File: config.mk
export PLATFORM = sky130hd
export DESIGN_NAME = result_line_packer_flat
export DESIGN_NICKNAME = d
export VERILOG_FILES = /design/src/rtl/afu_pkg.sv /design/src/rtl/result_line_packer_if.sv /design/src/rtl/result_line_packer.sv /design/src/flat_wrapper.sv
export SDC_FILE = /design/constraint.sdc
export NUM_CORES = 1
export LEC_CHECK = 0
export BUFFER_PORTS_ARGS = -buffer_cell sky130_fd_sc_hd__buf_2
export CAP_MARGIN = 10
export CORE_AREA = 2 2 265 267
export CTS_BUF_LIST = sky130_fd_sc_hd__clkbuf_16
export DETAILED_ROUTE_END_ITERATION = 6
export DIE_AREA = 0 0 267 269
export HOLD_SLACK_MARGIN = 0.15
export PLACE_DENSITY = 0.64
export SYNTH_ARGS = -nofsm -noshare
export SYNTH_HDL_FRONTEND = slang
export SYNTH_SLANG_ARGS = --single-unit
export TNS_END_PERCENT = 50
File: constraint.sdc
create_clock -name clk -period 15.06 [get_ports clk]
set_input_delay 3.012 -clock clk [delete_from_list [all_inputs] [get_ports clk]]
set_output_delay 3.012 -clock clk [all_outputs]
set_load 0.005 [all_outputs]
File: src/rtl/afu_pkg.sv
// Shared AFU definitions: cache-line width, sample/line count type and the
// result line packer state encoding.
package afu_pkg;

  localparam int unsigned CL_DATA_WIDTH = 512;
  localparam int unsigned COUNT_WIDTH   = 65;

  typedef logic [COUNT_WIDTH-1:0] count_t;

  typedef enum logic [1:0] {
    IDLE  = 2'd0,
    FILL  = 2'd1,
    WRITE = 2'd2,
    DONE  = 2'd3
  } packer_state_e;

endpackage : afu_pkg

File: src/rtl/result_line_packer_if.sv
// Data-path bundle for the result line packer: show-ahead sample FIFO read
// port plus the DMA write channel.
//   fifo_empty    FIFO has no head sample
//   fifo_rd_en    pop strobe, head data consumed in the same cycle
//   fifo_rd_data  FIFO head sample
//   wr_full       DMA write channel cannot accept a line
//   wr_en         wr_data is written this cycle
//   wr_data       packed cache line
// master = packer side, slave = FIFO/DMA side.
interface result_line_packer_if #(
  parameter int unsigned FIFO_WIDTH = 20,
  parameter int unsigned CL_WIDTH   = afu_pkg::CL_DATA_WIDTH
);

  logic                  fifo_empty;
  logic                  fifo_rd_en;
  logic [FIFO_WIDTH-1:0] fifo_rd_data;
  logic                  wr_full;
  logic                  wr_en;
  logic [CL_WIDTH-1:0]   wr_data;

  modport master (
    input  fifo_empty, fifo_rd_data, wr_full,
    output fifo_rd_en, wr_en, wr_data
  );

  modport slave (
    output fifo_empty, fifo_rd_data, wr_full,
    input  fifo_rd_en, wr_en, wr_data
  );

endinterface : result_line_packer_if

File: src/rtl/result_line_packer.sv
// Result line packer: drains a run of num_samples samples from a show-ahead
// FIFO, packs them into cache lines (slot 0 = earliest sample, each sample
// zero-extended to RESULT_WIDTH) and writes ceil(num_samples/RESULTS_PER_CL)
// lines to the DMA write channel, zero-padding the last partial line.
// Ports:
//   clk, rst     clock, asynchronous active-high reset
//   go           run start, honoured only in IDLE or DONE
//   num_samples  samples in the run, captured on go
//   bus          FIFO read port + DMA write port (master modport)
//   wr_lines     line count of the run, registered on go
//   busy         run in progress
//   done         all lines written, held until the next go
// Build option: define PACKER_SEQ_TAG_EN to place the low
// (RESULT_WIDTH-FIFO_WIDTH) bits of each sample's run index in the slot bits
// above the sample; otherwise those bits are zero.
module result_line_packer
  import afu_pkg::*;
#(
  parameter int unsigned RESULT_WIDTH = 32,
  parameter int unsigned FIFO_WIDTH   = 20
) (
  input  logic                 clk,
  input  logic                 rst,
  input  logic                 go,
  input  count_t               num_samples,
  result_line_packer_if.master bus,
  output count_t               wr_lines,
  output logic                 busy,
  output logic                 done
);

  localparam int unsigned RESULTS_PER_CL = CL_DATA_WIDTH / RESULT_WIDTH;
  localparam int unsigned IDX_W          = $clog2(RESULTS_PER_CL);
  localparam int unsigned SLOT_W         = $clog2(RESULTS_PER_CL + 1);
`ifdef PACKER_SEQ_TAG_EN
  localparam int unsigned TAG_W          = RESULT_WIDTH - FIFO_WIDTH;
`endif

  packer_state_e state_q, state_d;

  logic [RESULTS_PER_CL-1:0][RESULT_WIDTH-1:0] line_q;
  logic [SLOT_W-1:0]                           slot_q;
  count_t                                      remaining_q;

  logic              rd_en_c;
  logic              wr_en_c;
  logic              start_c;
  logic [SLOT_W-1:0] slot_nxt_c;
  count_t            rem_nxt_c;
  count_t            lines_c;
  logic [RESULT_WIDTH-1:0] word_c;

`ifdef PACKER_SEQ_TAG_EN
  logic [TAG_W-1:0] tag_q;
`endif

  // Line count without an adder carry-out: whole lines plus one for any remainder.
  assign lines_c = (num_samples >> IDX_W) + count_t'(|num_samples[IDX_W-1:0]);

  // Slot content for the current FIFO head.
`ifdef PACKER_SEQ_TAG_EN
  assign word_c = {tag_q, bus.fifo_rd_data[FIFO_WIDTH-1:0]};
`else
  assign word_c = RESULT_WIDTH'(bus.fifo_rd_data[FIFO_WIDTH-1:0]);
`endif

  assign bus.fifo_rd_en = rd_en_c;
  assign bus.wr_en      = wr_en_c;
  assign bus.wr_data    = line_q;
  assign busy           = (state_q == FILL) || (state_q == WRITE);
  assign done           = (state_q == DONE);

  // State register.
  always_ff @(posedge clk or posedge rst) begin
    if (rst) begin
      state_q <= IDLE;
    end else begin
      state_q <= state_d;
    end
  end

  // Next state and handshake strobes.
  always_comb begin
    state_d    = state_q;
    rd_en_c    = 1'b0;
    wr_en_c    = 1'b0;
    start_c    = 1'b0;
    slot_nxt_c = slot_q;
    rem_nxt_c  = remaining_q;
    case (state_q)
      IDLE, DONE: begin
        if (go) begin
          start_c = 1'b1;
          state_d = (num_samples == '0) ? DONE : FILL;
        end
      end
      FILL: begin
        rd_en_c    = !bus.fifo_empty && (remaining_q != '0) &&
                     (slot_q < SLOT_W'(RESULTS_PER_CL));
        slot_nxt_c = slot_q + SLOT_W'(rd_en_c);
        rem_nxt_c  = remaining_q - count_t'(rd_en_c);
        // Line is complete when full, or when the run ends on a partial line.
        if ((slot_nxt_c == SLOT_W'(RESULTS_PER_CL)) ||
            ((rem_nxt_c == '0) && (slot_nxt_c != '0))) begin
          state_d = WRITE;
        end
      end
      WRITE: begin
        wr_en_c = !bus.wr_full;
        if (wr_en_c) begin
          state_d = (remaining_q != '0) ? FILL : DONE;
        end
      end
      default: state_d = IDLE;
    endcase
  end

  // Line buffer, slot pointer and run counters.
  always_ff @(posedge clk or posedge rst) begin
    if (rst) begin
      line_q      <= '0;
      slot_q      <= '0;
      remaining_q <= '0;
      wr_lines    <= '0;
`ifdef PACKER_SEQ_TAG_EN
      tag_q       <= '0;
`endif
    end else if (start_c) begin
      line_q      <= '0;
      slot_q      <= '0;
      remaining_q <= num_samples;
      wr_lines    <= lines_c;
`ifdef PACKER_SEQ_TAG_EN
      tag_q       <= '0;
`endif
    end else begin
      if (rd_en_c) begin
        line_q[slot_q[IDX_W-1:0]] <= word_c;
        slot_q                    <= slot_nxt_c;
        remaining_q               <= rem_nxt_c;
`ifdef PACKER_SEQ_TAG_EN
        tag_q                     <= tag_q + TAG_W'(1);
`endif
      end
      // Written line leaves the buffer; padding slots start at zero again.
      if (wr_en_c) begin
        line_q <= '0;
        slot_q <= '0;
      end
    end
  end

endmodule : result_line_packer

File: src/flat_wrapper.sv
// flat-port wrapper written by rule: the top's interface ports become plain ports
module result_line_packer_flat import afu_pkg::*;
#(
  parameter int unsigned RESULT_WIDTH = 32,
  parameter int unsigned FIFO_WIDTH   = 20
)
  (clk, rst, go, num_samples, wr_lines, busy, done, bus_fifo_empty, bus_fifo_rd_data, bus_wr_full, bus_fifo_rd_en, bus_wr_en, bus_wr_data);
  result_line_packer_if #(.FIFO_WIDTH(FIFO_WIDTH)) bus_i ();
  input  logic clk;
  input  logic rst;
  input  logic go;
  input  count_t num_samples;
  output count_t wr_lines;
  output logic busy;
  output logic done;
  input wire logic [$bits(bus_i.fifo_empty)-1:0] bus_fifo_empty;
  input wire logic [$bits(bus_i.fifo_rd_data)-1:0] bus_fifo_rd_data;
  input wire logic [$bits(bus_i.wr_full)-1:0] bus_wr_full;
  output wire logic [$bits(bus_i.fifo_rd_en)-1:0] bus_fifo_rd_en;
  output wire logic [$bits(bus_i.wr_en)-1:0] bus_wr_en;
  output wire logic [$bits(bus_i.wr_data)-1:0] bus_wr_data;
  assign bus_i.fifo_empty = bus_fifo_empty;
  assign bus_i.fifo_rd_data = bus_fifo_rd_data;
  assign bus_i.wr_full = bus_wr_full;
  assign bus_fifo_rd_en = bus_i.fifo_rd_en;
  assign bus_wr_en = bus_i.wr_en;
  assign bus_wr_data = bus_i.wr_data;
  result_line_packer #(.RESULT_WIDTH(RESULT_WIDTH), .FIFO_WIDTH(FIFO_WIDTH)) u_core (.clk(clk), .rst(rst), .go(go), .num_samples(num_samples), .bus(bus_i), .wr_lines(wr_lines), .busy(busy), .done(done));
endmodule
# [After elaboration in Yosys (flattened, before gate mapping)]
# Index checks and enable logic that the tools add are counted.
[classes] n_mul=0 order_cmp=3 shifts=0 eq_ne=7 n_reduce_logical=22 muxes=23 n_bitwise=0 add_sub_neg=3 div=0
[ops] cell="512-bit 2-to-1 mux" n=3
[ops] cell="512-bit bitwise mux" n=1
[ops] cell="65-bit 2-to-1 mux" n=3
[ops] cell="65-bit zero test" n=2
[ops] cell="32-bit demux with 4-bit select" n=1
[ops] cell="65-bit nonzero test" n=1
[ops] cell="65-bit by 1-bit subtractor with 65-bit output" n=1
[ops] cell="61-bit by 1-bit adder with 62-bit output" n=1
[ops] cell="32-bit 2-to-1 mux" n=1
[ops] cell="5-bit 2-to-1 mux" n=4
[ops] cell="2-bit 2-to-1 mux" n=5
[ops] cell="2-bit != test, second input constant" n=3
[ops] cell="2-bit one-hot mux with 3 select lines" n=1
[ops] cell="3-bit nonzero test" n=2
[ops] cell="5-bit by 1-bit adder with 5-bit output" n=1
[ops] cell="5-bit equality test, second input constant" n=1
[ops] cell="4-bit by 5-bit less-than comparator with 1-bit output, second input constant" n=1
[ops] cell="5-bit less-than comparator, second input constant" n=1
[ops] cell="5-bit nonzero test" n=1
[ops] cell="2-bit equality test, second input constant" n=2
[ops] cell="4-bit by 1-bit >= comparator with 1-bit output, second input constant" n=1
[ops] cell="1-bit logical AND" n=4
[ops] cell="1-bit 2-to-1 mux" n=4
[ops] cell="2-bit AND reduction" n=2
[ops] cell="other kinds (8)" n=11
[totals] output_inout_bits=581 register_bits=649 wordCells=78 mem_bits_rw=0 memories=0 rom_bits=0 latchBits=0

# [Logic depth before layout (Yosys ltp)]
[logic_depth] word_depth=9 ltp_mapped=18 depth_no_buf=15

# [Worst setup path after synthesis]
# OpenSTA, ideal clock, no wires.
[synth_path] path_type="input to output" startpoint="input bus_fifo_empty" endpoint="output bus_fifo_rd_en" path_slack_ns=8.109 cell_stages=4 t_arrival_ns=3.939 required_ns=12.048 path_buffers=2 path_cell_list="nor3b_1 o31a_1 clkbuf_1 clkbuf_1"
[synth_via] elab_chain_len=4
[synth_rtl] element="start, declared" line_no="flat_wrapper.sv:16" source="input wire logic [$bits(bus_i.fifo_empty)-1:0] bus_fifo_empty;"
[synth_rtl] element="1-bit zero test" line_no="result_line_packer.sv:98" source="rd_en_c = !bus.fifo_empty && (remaining_q != '0) &&"
[synth_rtl] element="1-bit logical AND (2 in series)" line_no="result_line_packer.sv:98"
[synth_rtl] element="1-bit 2-to-1 mux" line_no="result_line_packer.sv:90" source="case (state_q)"
[synth_rtl] element="end, declared" line_no="flat_wrapper.sv:19" source="output wire logic [$bits(bus_i.fifo_rd_en)-1:0] bus_fifo_rd_en;"
# Every way passes these cells.

# [Final worst setup path]
# Ends and elaborated chain as after synthesis.

==> flow_results.org <==
** Worst setup path
- Most frequent cell on the critical path :: sky130_fd_sc_hd__buf_2
- STA classifies the critical path startpoint as an input port.
- The critical path contains buffers and inverters numbering 2 combined.
- In this run the worst path has a maximum fanout of 3.
- The worst setup path is of the in2out kind.
- The worst setup path is captured at an output port.
- The slowest stage of the critical path is the sky130_fd_sc_hd__nor3b_1 cell.
- Crit path required time :: around 12 ns
- The critical path goes through buf_2 > nor3b_1 > o31a_2 > buf_2.
- Delay-heaviest family, CP :: buffers and inverters
- Arrival time of data at the critical path endpoint :: around 3.6 ns
- In this design, the stage delay of the slowest critical-path cell is 0.19 ns.

** Timing
- Clock skew on the completed layout was measured at 0.0366 ns.
- After routing, the total negative slack on setup checks comes to 0 ns.
- Measured against its own limit, the worst slew margin works out to 19.5%.
- Time the worst path needs with I/O delays and setup :: 6.65 ns
- Setup violations remaining at the end of the flow were counted as 0.
- Max Fclk :: around 0.15 GHz
- Worst Max-Slew Pin Slew :: 1.20 ns
- The final hold violation count was 0.
- Unrepaired setup endpoints after global routing :: no
- Fin crit share :: 44.1%
- The count of pins over their slew limit is 0.

** Detailed routing
- First-iteration detailed-routing DRC count :: 1634
- Summed over all layers, the routed wires come to a little under 80000 um.
- Antenna-violating nets left :: 0
- First-pass DRT Iterations :: 5
- Summing over every cut layer, the via total after detailed routing is 19800.
- Dividing the detail-routed via count by the number of cells gives 4.92.
- Post-detailed-route DRC marker count :: 0
- Wire length per cell :: 19.1 um

** Floorplanning
- The floorplan has 97 rows.
- Total core area :: 69300 sq um
- Die area :: 71800 sq um
- The die is between 200 and 300 um wide.
- Die span in y :: 269 um
- During I/O placement, the number of pins put on the boundary was 671.
- Effective utilization at floorplan :: 33.0%

** Placement
- During placement, the flow inserted port buffers numbering ~480.
- At the end of routability-driven placement, the weighted congestion stood at 0.884.
- The wire-length estimate of the detail-placed layout is 54000 um.

** Global routing
- The number of global-route vias before repair is roughly 18000.
- After global routing the overflow that remains totals 0.
- Wire length of the first global-routing pass :: 113000 um
- Largest net degree at the start of global routing :: 153
- Number of antenna violations at the first check in global routing :: 4
- Global routing consumed, over all layers together, approximately a fifth of the routing resources.

** Final layout
- The net count of the finished layout is 3136.
- In the final layout, the share of cells above drive strength 1 is 19.8%.
- The area growth from synthesis to layout is 17.0%.

** CTS
- The number of gates resized after CTS was 0.
- CTS placed an instance of sky130_fd_sc_hd__clkbuf_16 at the clock tree root.
- The H-tree was split into 2 levels.
- After clock tree synthesis, the flow added hold-fix buffers numbering 0.
- TritonCTS clock tree :: yes
- Num CTS Buffers :: 53
- Maximum root-to-sink buffer count :: 3
- For the worst-skew pair, the clock arrives at the later sink with an insertion delay of 0.61 ns.
- The number of setup buffers added after CTS is 0.
- After clock tree synthesis, the clock-pin slew on the worst setup and hold paths is 0.06 ns.
- The tree built by TritonCTS fans out to ~450 sinks.

** Logic synthesis
- Post-synth design cell area :: approximately 23000 sq um
- Number of distinct library cell variants in the gate-level netlist after synthesis :: 65
- Of the synthesized area, sequential elements account for 49.7%.
- The most used flip-flop cell after synthesis is sky130_fd_sc_hd__dfrtp_1.
- sky130_fd_sc_hd__dfrtp_1 takes more of the synthesized area than any other cell.
- Of all flip-flops after synthesis, the portion carrying an async set or reset was 100%.
- Proportion of netlist area held by the largest area contributor :: 49.7%
- Synthesis produced 2682 cells.
- Synthesis-stage register bit count :: 454
- Number of synthesis warnings :: 0
- Mean cell area of the mapped netlist :: around 8.5 sq um
- Synth top area cells :: sky130_fd_sc_hd__dfrtp_1 50%, sky130_fd_sc_hd__nand2_1 13%, sky130_fd_sc_hd__a21oi_1 6.7%
- In this run, synthesis inferred 0 flip-flops with an integrated enable.

** Power and ir drop
- In this run the static leakage power is 12.5 nW.
- Pwr Density :: 150 nW/um^2
- Worst supply voltage drop on vdd :: 80.4 uV
- Overall power consumption :: 4.02 mW

** Min path
- In this run the worst hold path is classified as reg2reg.

** Run
- The tool flagged a number of max-cap violations equal to 0.

** Run status
- The flow ran to the end, and the final reports show no timing, DRC or antenna violations.
-- metrics by stage --
stage	cell area, sq um	utilization (%)	std cells	setup slack, ns	hold slack [ns]
after CTS	26700	38.6	4018	8.42	0.479
after global placement	25100	36.2	3920	8.37	0.457
after global routing	26700	38.6	4019	8.33	0.500
after detailed placement	25100	36.2	3920	8.19	0.464
after floorplan	23600	-	2876	5.91	0.470
final	26700	38.6	4020	8.41	0.472
-- layout make-up --
class,instances,area (sq um)
diodes,2,5.00
flip-flops and latches,454,11400
inverters,15,60.1
repair buffers,503,2600
clock inverters,44,278
well taps,940,1180
clock buffers,54,1350
multi-input cells,2008,9910
fillers,7170,42600
-- synthesized netlist by cell type (all sizes together) (2+ instances only) --
master	instances
a21oi	308
a22oi	24
a31oi	5
and2	6
and3	11
and3b	3
and4	7
buf	278
clkbuf	121
dfrtp	454
ha	11
inv	15
mux2i	3
nand2	785
nand2b	6
nand3	49
nand3b	7
nand4	30
nand4b	2
nor2	120
nor2b	7
nor3	47
nor3b	7
nor4	47
nor4b	6
o2111a	2
o21ai	124
o31ai	3
or2	3
or3	19
or4	13
or4b	2
xnor2	72
xor2	70
-- layer usage --
metal,share of wire [%],up-vias,track usage (%)
met1,43,9607,27.5
met2,47,816,32.4
met3,6.8,170,3.79
met5,0.012,-,0
met4,3.6,2,7.88
li1,-,9170,-
-- worst min-delay path, stage by stage, from the launching register on --
cell and delay, ns:
sky130_fd_sc_hd__dfrtp_1 0.34, sky130_fd_sc_hd__nand2_1 0.05, sky130_fd_sc_hd__o21ai_0 0.06
-- cell families (layout without fill, tap and decap cells) --
kind of cell | count (synthesis) | in the layout | synth area share [%]
AND/OR/NAND/NOR | 1178 | 1178 | 22.6
AO/OA/AOI/OAI | 478 | 478 | 11.1
flip-flops | 454 | 454 | 49.7
buffers and inverters | 414 | 616 | 10.3
XOR/XNOR | 142 | 142 | 5.44
adder cells (fa/ha/maj) | 11 | 11 | 0.602
multiplexers | 4 | 4 | 0.197
other | 1 | 197 | 0.0164
-- state kept, by name, summed over array words and instances, names as in the netlist --
signal              count
u_core.wr_lines        62
u_core.remaining_q     65
u_core.slot_q           5
u_core.state_q          2
u_core.bus.wr_data    320
-- cell usage in the layout (no fill, tap or decap), drive strengths merged, types with 28 or more instances in the layout --
master / instances
nand4: 30
buf: 503
nor2: 120
o21ai: 124
nor4: 47
nand3: 49
xor2: 70
dfrtp: 454
nor3: 47
a21oi: 308
clkbuf: 54
xnor2: 72
nand2: 785
clkinv: 28
conb: 195
-- path summary, 6_finish.rpt --
path	from	endpoint	slack [ns]	depth (start not counted)
worst max-delay path	bus_fifo_empty	bus_fifo_rd_en	8.41	4
worst min-delay path	u_core.wr_lines[57]$_DFFE_PP0P_	u_core.wr_lines[57]$_DFFE_PP0P_	0.47	2
worst max register to register	u_core.remaining_q[15]$_DFFE_PP0P_	u_core.state_q[1]$_DFFE_PP0P_	9.78	15
worst min register to register	u_core.wr_lines[57]$_DFFE_PP0P_	u_core.wr_lines[57]$_DFFE_PP0P_	0.47	2
max in group asynchronous	rst	u_core.bus.wr_data[394]$_DFFE_PP0P_	9.31	6
min in group asynchronous	rst	u_core.wr_lines[42]$_DFFE_PP0P_	2.60	3
-- report_power, final --
group / internal, mW / switching (mW)
sequential: 1.44 / 0.244
clock: 0.684 / 0.545
combinational: 0.368 / 0.736
No activity file was read; power rests on OpenSTA's default activity.
